===== src/rtl/sad_search_engine.sv =====
// ---------------------------------------------------------------------------
// sad_search_engine
//
// Block-matching engine. A BLK x BLK reference block is latched on Start, then
// POS_X*POS_Y candidate blocks arrive in raster order over a ready/valid
// handshake. Each candidate's sum of absolute differences is computed through
// an input register plus a three-stage pipeline (|diff|, adder tree, minimum
// tracker), and the smallest SAD is kept together with its (x,y) position.
//
// Ports
//   Clk        in   sole clock, rising edge
//   Reset      in   asynchronous, active-high; returns to IDLE, clears state
//   Start      in   begin a search (honoured in IDLE or DONE only)
//   RefBlock   in   reference block, sampled on an accepted Start
//   CandValid  in   CandBlock carries a candidate
//   CandBlock  in   candidate block for the current (x,y)
//   CandReady  out  engine takes a candidate this cycle
//   SadValid   out  one-cycle strobe qualifying SadOut/SadX/SadY
//   SadOut     out  SAD of one candidate
//   SadX/SadY  out  position of SadOut
//   MinSAD     out  running / final minimum SAD
//   MinX/MinY  out  position of MinSAD
//   Busy       out  high in RUN and DRAIN
//   Done       out  high in DONE; minimum is final
//
// Pixel i = row*BLK+col sits at bits [i*PIX_W +: PIX_W], unsigned.
// ---------------------------------------------------------------------------
module sad_search_engine #(
  parameter  int unsigned PIX_W = 8,
  parameter  int unsigned BLK   = 4,
  parameter  int unsigned POS_X = 16,
  parameter  int unsigned POS_Y = 16,
  localparam int unsigned NPIX  = BLK * BLK,
  localparam int unsigned BLK_W = NPIX * PIX_W,
  localparam int unsigned SAD_W = PIX_W + $clog2(NPIX),
  localparam int unsigned XW    = (POS_X > 1) ? $clog2(POS_X) : 1,
  localparam int unsigned YW    = (POS_Y > 1) ? $clog2(POS_Y) : 1
) (
  input  logic             Clk,
  input  logic             Reset,
  input  logic             Start,
  input  logic [BLK_W-1:0] RefBlock,
  input  logic             CandValid,
  input  logic [BLK_W-1:0] CandBlock,
  output logic             CandReady,
  output logic             SadValid,
  output logic [SAD_W-1:0] SadOut,
  output logic [XW-1:0]    SadX,
  output logic [YW-1:0]    SadY,
  output logic [SAD_W-1:0] MinSAD,
  output logic [XW-1:0]    MinX,
  output logic [YW-1:0]    MinY,
  output logic             Busy,
  output logic             Done
);

  localparam logic [XW-1:0] X_LAST = XW'(POS_X - 1);
  localparam logic [YW-1:0] Y_LAST = YW'(POS_Y - 1);

  typedef enum logic [1:0] {IDLE, RUN, DRAIN, DONE} state_e;

  // -------------------------------------------------------------------------
  // Control FSM: sequencing, position counters and registered status outputs
  // -------------------------------------------------------------------------
  state_e             state_q;
  logic [1:0]         drain_q;
  logic [XW-1:0]      x_q;
  logic [YW-1:0]      y_q;
  logic [BLK_W-1:0]   ref_q;
  logic               cand_ready_q;
  logic               busy_q;
  logic               done_q;

  logic accept;
  logic start_acc;

  // cand_ready_q is high exactly in RUN, so it doubles as the RUN qualifier.
  assign accept    = CandValid && cand_ready_q;
  assign start_acc = Start && ((state_q == IDLE) || (state_q == DONE));

  // NOTE: every clocked block uses non-blocking assignments so all registers
  // sample the pre-edge values of each other, independent of block ordering.
  always_ff @(posedge Clk or posedge Reset) begin
    if (Reset) begin
      state_q      <= IDLE;
      drain_q      <= '0;
      x_q          <= '0;
      y_q          <= '0;
      ref_q        <= '0;
      cand_ready_q <= 1'b0;
      busy_q       <= 1'b0;
      done_q       <= 1'b0;
    end else begin
      case (state_q)
        IDLE, DONE: begin
          if (Start) begin
            state_q      <= RUN;
            ref_q        <= RefBlock;
            x_q          <= '0;
            y_q          <= '0;
            cand_ready_q <= 1'b1;
            busy_q       <= 1'b1;
            done_q       <= 1'b0;
          end
        end
        RUN: begin
          if (accept) begin
            if (x_q == X_LAST) begin
              x_q <= '0;
              if (y_q == Y_LAST) begin
                y_q          <= '0;
                state_q      <= DRAIN;
                cand_ready_q <= 1'b0;
                // Three edges flush the last candidate through S1, S2, S3.
                drain_q      <= 2'd2;
              end else begin
                y_q <= y_q + 1'b1;
              end
            end else begin
              x_q <= x_q + 1'b1;
            end
          end
        end
        DRAIN: begin
          if (drain_q == 2'd0) begin
            state_q <= DONE;
            busy_q  <= 1'b0;
            done_q  <= 1'b1;
          end else begin
            drain_q <= drain_q - 1'b1;
          end
        end
        default: state_q <= IDLE;
      endcase
    end
  end

  // -------------------------------------------------------------------------
  // Datapath pipeline; valid bit and (x,y) tag travel alongside the data
  // -------------------------------------------------------------------------
  logic                       in_valid_q;
  logic [BLK_W-1:0]           in_cand_q;
  logic [XW-1:0]              in_x_q;
  logic [YW-1:0]              in_y_q;

  logic                       s1_valid_q;
  logic [NPIX-1:0][PIX_W-1:0] s1_diff_q;
  logic [XW-1:0]              s1_x_q;
  logic [YW-1:0]              s1_y_q;

  logic                       sad_valid_q;
  logic [SAD_W-1:0]           sad_q;
  logic [XW-1:0]              sad_x_q;
  logic [YW-1:0]              sad_y_q;

  logic [SAD_W-1:0]           min_sad_q;
  logic [XW-1:0]              min_x_q;
  logic [YW-1:0]              min_y_q;

  logic [NPIX-1:0][PIX_W-1:0] diff_d;
  logic [PIX_W-1:0]           ref_px;
  logic [PIX_W-1:0]           cand_px;
  logic [SAD_W-1:0]           sum_d;

  // NOTE: each always_comb target gets a default before any conditional or
  // looped assignment, so no path can leave it unassigned and infer a latch.
  always_comb begin
    diff_d  = '0;
    ref_px  = '0;
    cand_px = '0;
    for (int i = 0; i < NPIX; i++) begin
      ref_px    = ref_q[i*PIX_W +: PIX_W];
      cand_px   = in_cand_q[i*PIX_W +: PIX_W];
      // Subtract the smaller from the larger: the result always fits PIX_W.
      diff_d[i] = (ref_px >= cand_px) ? (ref_px - cand_px) : (cand_px - ref_px);
    end
  end

  // Summed at full SAD_W width; NPIX*(2^PIX_W-1) cannot overflow it.
  always_comb begin
    sum_d = '0;
    for (int i = 0; i < NPIX; i++) begin
      sum_d = sum_d + SAD_W'(s1_diff_q[i]);
    end
  end

  // NOTE: the pipeline data registers are reset along with their valid bits
  // so SadOut/SadX/SadY read as zero after Reset, not merely "don't care".
  always_ff @(posedge Clk or posedge Reset) begin
    if (Reset) begin
      in_valid_q  <= 1'b0;
      in_cand_q   <= '0;
      in_x_q      <= '0;
      in_y_q      <= '0;
      s1_valid_q  <= 1'b0;
      s1_diff_q   <= '0;
      s1_x_q      <= '0;
      s1_y_q      <= '0;
      sad_valid_q <= 1'b0;
      sad_q       <= '0;
      sad_x_q     <= '0;
      sad_y_q     <= '0;
    end else begin
      // Input capture: a bubble just drops the valid bit.
      in_valid_q <= accept;
      if (accept) begin
        in_cand_q <= CandBlock;
        in_x_q    <= x_q;
        in_y_q    <= y_q;
      end
      // S1: per-pixel absolute difference.
      s1_valid_q  <= in_valid_q;
      s1_diff_q   <= diff_d;
      s1_x_q      <= in_x_q;
      s1_y_q      <= in_y_q;
      // S2: adder tree.
      sad_valid_q <= s1_valid_q;
      sad_q       <= sum_d;
      sad_x_q     <= s1_x_q;
      sad_y_q     <= s1_y_q;
    end
  end

  // S3: minimum tracker. Strict less-than keeps the earliest raster position
  // on ties. The pipeline is empty whenever Start can be accepted.
  always_ff @(posedge Clk or posedge Reset) begin
    if (Reset) begin
      min_sad_q <= '0;
      min_x_q   <= '0;
      min_y_q   <= '0;
    end else if (start_acc) begin
      min_sad_q <= '1;
      min_x_q   <= '0;
      min_y_q   <= '0;
    end else if (sad_valid_q && (sad_q < min_sad_q)) begin
      min_sad_q <= sad_q;
      min_x_q   <= sad_x_q;
      min_y_q   <= sad_y_q;
    end
  end

  assign CandReady = cand_ready_q;
  assign Busy      = busy_q;
  assign Done      = done_q;
  assign SadValid  = sad_valid_q;
  assign SadOut    = sad_q;
  assign SadX      = sad_x_q;
  assign SadY      = sad_y_q;
  assign MinSAD    = min_sad_q;
  assign MinX      = min_x_q;
  assign MinY      = min_y_q;

endmodule


===== config.mk =====
export PLATFORM = sky130hd
export DESIGN_NAME = sad_search_engine
export DESIGN_NICKNAME = d
export VERILOG_FILES = /design/src/rtl/sad_search_engine.sv
export SDC_FILE = /design/constraint.sdc
export NUM_CORES = 1
export LEC_CHECK = 0
export BUFFER_PORTS_ARGS = -buffer_cell sky130_fd_sc_hd__buf_2
export CELL_PAD_IN_SITES_DETAIL_PLACEMENT = 1
export CELL_PAD_IN_SITES_GLOBAL_PLACEMENT = 1
export CORE_ASPECT_RATIO = 1.5
export CORE_MARGIN = 4
export CORE_UTILIZATION = 42
export CTS_CLUSTER_SIZE = 40
export DETAILED_ROUTE_END_ITERATION = 8
export PLACE_DENSITY = 0.74
export SLEW_MARGIN = 20
export SYNTH_ARGS = -nofsm -noshare
export SYNTH_HDL_FRONTEND = slang
export SYNTH_SLANG_ARGS = --single-unit

===== constraint.sdc =====
create_clock -name Clk -period 13.3 [get_ports Clk]
set_input_delay 0.665 -clock Clk [delete_from_list [all_inputs] [get_ports Clk]]
set_output_delay 0.665 -clock Clk [all_outputs]
set_load 0.01 [all_outputs]

Yosys cells after proc, flatten, opt, wreduce, memory -nomap -nowiden
Index checks and enable logic that the tools add are counted.
- add/subtract/negate cells: 50
- magnitude comparators: 17
- eq/ne operators: 11
- muxes and demuxes: 48
- reduce and logical (&&, ||, !) cells: 18
- operators with widths (cell ; number):
    subtractor 8 bit ; 32
    adder 12 x 8 -> 12 bit ; 11
    greater-or-equal comparator 8 bit ; 16
    two-way mux 8 bit ; 16
    two-way mux 4 bit ; 10
    two-way mux 12 bit ; 2
    case mux 4 bit (2 select lines) ; 2
    AND reduction 5 bit ; 3
    adder 11 x 8 -> 12 bit ; 1
    < comparator 12 bit ; 1
    two-way mux 2 bit ; 6
    != test 2 bit, second input constant ; 6
    adder 10 x 8 -> 11 bit ; 1
    adder 9 x 8 -> 10 bit ; 1
    adder 8 x 8 -> 9 bit ; 1
    adder 4 x 1 -> 4 bit, second input constant ; 2
    equality test 4 bit, second input constant ; 2
    nonzero test 2 bit ; 4
    two-way mux 1 bit ; 7
    case mux 1 bit (2 select lines) ; 3
    case mux 2 bit (3 select lines) ; 1
    AND reduction 3 bit ; 2
    equality test 2 bit, second input constant ; 2
    zero test 2 bit ; 2
    8 further kinds ; 10
- flip-flop bits (word level): 458
- input port bits: 260
- output and inout bits: 44
- logic and storage cells: 182

Logic depth before layout (Yosys ltp)
- depth after elaboration: 15
- mapped depth: 20
- mapped depth without buffers: 20

Least setup slack after synthesis
Ideal clock, no wire load.
- path kind: register to register
- from: register s1_diff_q[50] (netlist name)
- to: register sad_q[10], in the netlist SadOut[10]
- setup time: 0.128 ns
- arrival: 5.083 ns
- slack: 8.089 ns
- cell stages (with the launch flop): 19
- buffers on the path: 0
- clock period less this slack: 5.211 ns
- path through: dfrtp_1 fa_1 inv_1 fa_1 inv_1 fa_1 fa_1 fa_1 inv_1 fa_1 inv_1 ha_1 fa_1 a21o_1 a21oi_1 nor2_1 a211oi_1 a21oi_1 xor2_1
- word-level cells in the longest chain between the ends: 10
- ends and longest elaborated chain (what ; line ; text):
    start: declaration ; 147 ; logic [NPIX-1:0][PIX_W-1:0] s1_diff_q;
    start signal: assignment ; 213 ; s1_diff_q <= diff_d;
    adder 12 x 8 -> 12 bit (10 in series) ; 183 ; sum_d = sum_d + SAD_W'(s1_diff_q[i]);
    net sum_d[10] ; 163 ; logic [SAD_W-1:0] sum_d;
    end signal: assignment ; 218 ; sad_q <= sum_d;
    end: declaration ; 152 ; logic [SAD_W-1:0] sad_q;
The timed path passes the listed nets, and every way through them passes these cells.
A chain may end at the register's enable or synchronous reset.

Final worst setup path
- from: register s1_diff_q[106] (netlist name)
- to: register sad_q[10], in the netlist SadOut[10]
- word-level cells in the longest chain between the ends: 3
- ends and longest elaborated chain (what ; line):
    adder 12 x 8 -> 12 bit (3 in series) ; 183
    net sum_d[10] ; 163
The timed path passes the listed nets, and every way through them passes these cells.

==> results.json <==
{
  "drive_above_1_share_pct": 13.8,
  "cp_max_fo": 2,
  "grt-ovfl-total": 0,
  "crit-reg2reg-launch": "s1_diff_q[106]",
  "final_cell_area_um2": 32700,
  "syn_area_per_cell_um2": 9.88,
  "clock-root-buffer": "clkbuf_16",
  "max-clock-path-buffers": 3,
  "htreeDepth": 2,
  "synth_fp_nets": 3584,
  "worst_setup_path_end_kind": "flip-flop",
  "synthCells": 2906,
  "grt.met3_usage_pct": 2.71,
  "start_kind": "flip-flop",
  "multi_input_area_um2": 15000,
  "relSlewSlack_pct": 37.3,
  "num_rows": 117,
  "drtIter0Drc": 887,
  "die_width_um": 221,
  "routed_wl_mm": 80.5,
  "drv_slew": 0,
  "gp_congestion": 0.862,
  "drv_cap": 0,
  "outcome": "complete, no violations",
  "required_ns": 13.77,
  "clk_pin_slew_ns": 0.06,
  "hold_buffers": 0,
  "postCtsSetupRepairBufs": 0,
  "grt_pass1_wl_mm": 130,
  "tightest_slew_ns": 0.941,
  "clock_sinks": 458,
  "place_area_um2": 31000,
  "grt_max_degree": 139,
  "use_met1_pct": 25.7,
  "critPathArrivalTime_ns": 6.04,
  "reg2reg_to": "SadOut[10]",
  "synthDistinctLibCells": 44,
  "setup_violations": 0,
  "numCtsBuffers": 49,
  "insertion_delay_ns": 0.60,
  "synth_area_um2": 28700,
  "drc": 0,
  "fin_crit_sh_pct": 41.9,
  "period_needed_ns": 5.58,
  "rsz0062_at_grt": "false",
  "cts_tree": "done",
  "post-place-cells": 4011,
  "vias": 20941,
  "post_cts_resized": 0,
  "wl_per_cell_um": 19.6,
  "synth_seq_cells": 458,
  "coreArea_um2": 67800,
  "ant_nets": 0,
  "final_cell_mix": "473 x inv_1, 458 x dfrtp_1, 347 x o21ai_0",
  "regArea_um2": 11500,
  "hpwl_mm": 63.0,
  "hold_viol": 0,
  "ys_seq_area_share_pct": 39.9,
  "first_pass_iters": 5,
  "clock_skew_ns": 0.0207,
  "layout_commonest_cell": "inv_1",
  "whs_ns": 0.118,
  "final_cells": 4096,
  "top_level_ports": 304,
  "timing.fmax_mhz": 179,
  "reg2regPathDepth": 18,
  "io_buffer_count": 303,
  "min_path_type": "input pin to asynchronous set/reset pin",
  "top_usage_layer": "met2",
  "crit_type": "flip-flop to flip-flop",
  "vias_per_cell": 5.11,
  "area.growth.synth_to_final_pct": 13.8,
  "die_h_um": 328,
  "die_area_um2": 72700,
  "initial_core_util_pct": 42.4,
  "ys_warn_count": 0,
  "reg2reg_setup_slack_ns": 7.72,
  "grt_pass1_vias": 24213,
  "antenna_found_initial": 0,
  "track_usage_pct": 22.1,
  "met2_usage_pct": 42.9,
  "n_antenna_cell": 0,
  "n_fill_cell": 7749,
  "final_nets": 3848,
  "setup_tns_ns": 0
}
[metal layers]
layer,up-vias,routed length [um]
li1,9910,-
met1,10567,31800
met2,343,44100
met3,121,2260
met4,0,2260
met5,-,0
[area by class of cell]
cell class / instances / share of cell area, %
clock inverters: 26 / 1.05
flip-flops and latches: 458 / 35.1
repair buffers: 314 / 4.95
inverters: 475 / 5.48
well taps: 892 / 3.42
clock buffers: 59 / 4.11
multi-input cells: 1872 / 45.9
[registers in the layout, summed over array words and instances, names as in the netlist, 12 cells and up]
signal     count
MinSAD        12
ref_q        128
SadOut        12
s1_diff_q    128
in_cand_q    128
[synth_stat cells, drive strengths merged]
cell type,instances,area share (%)
a211oi,17,1.1
a21boi,30,0.78
a21o,61,1.6
a21oi,117,2.0
a221oi,2,0.061
a22o,2,0.061
a22oi,1,0.026
a311oi,2,0.083
a31oi,49,1.1
and2,17,0.37
and4,16,0.51
buf,24,0.70
clkbuf,77,1.0
dfrtp,458,40
fa,140,9.8
ha,278,12
inv,475,6.2
mux2,8,0.31
mux2i,112,3.9
nand2,341,4.5
nand2b,49,1.1
nand3,41,0.71
nand3b,3,0.078
nand4,31,0.68
nor2,10,0.13
nor2b,63,1.4
nor3,5,0.087
o21a,2,0.052
o21ai,363,6.3
o21bai,2,0.052
o22ai,1,0.022
o31a,1,0.031
o31ai,2,0.052
or2,1,0.022
xnor2,37,1.1
xor2,68,2.1
[kinds of logic (layout without fill, tap and decap cells)]
group	count (synthesis)	in the layout	share of synthesized area, %
XOR/XNOR	105	105	3.20
buffers and inverters	576	874	7.91
flip-flops	458	458	39.9
AND/OR/NAND/NOR	577	577	9.49
adder cells (fa/ha/maj)	418	418	21.9
multiplexers	120	120	4.22
AO/OA/AOI/OAI	652	652	13.4
[worst max-delay path by stage]
stage / startpoint / to / slack [ns] / cells after the start
finish: s1_diff_q[106] / SadOut[10] / 7.72 / 18
global route: s1_diff_q[106] / SadOut[10] / 7.40 / 18
CTS: s1_diff_q[106] / SadOut[10] / 7.69 / 18
detailed placement: s1_diff_q[50] / SadOut[10] / 7.74 / 18
global placement: s1_diff_q[50] / SadOut[10] / 7.90 / 18
floorplan: Reset / Busy / 6.44 / 1
[critical path, stage by stage (launching register included)]
cell and delay, ns:
dfrtp_1 0.37, inv_1 0.08, fa_1 0.47, fa_1 0.58
inv_1 0.07, fa_1 0.49, fa_1 0.51, fa_1 0.49
inv_1 0.06, fa_1 0.48, inv_1 0.04, ha_1 0.21
fa_1 0.46, a21o_1 0.17, a21oi_1 0.22, nor2_1 0.06
a211oi_1 0.36, a21oi_1 0.14, xor2_1 0.17
[stage by stage]
step                      setup slack, ns  utilization, %
after floorplan                      6.44               -
after global placement               7.90            45.7
after detailed placement             7.74            45.7
after CTS                            7.69            48.2
after global routing                 7.40            48.2
final                                7.72            48.2
Power is left out: the tool's default activity adds up to more than one toggle a clock period on the data nets, which glitch-free logic cannot reach.
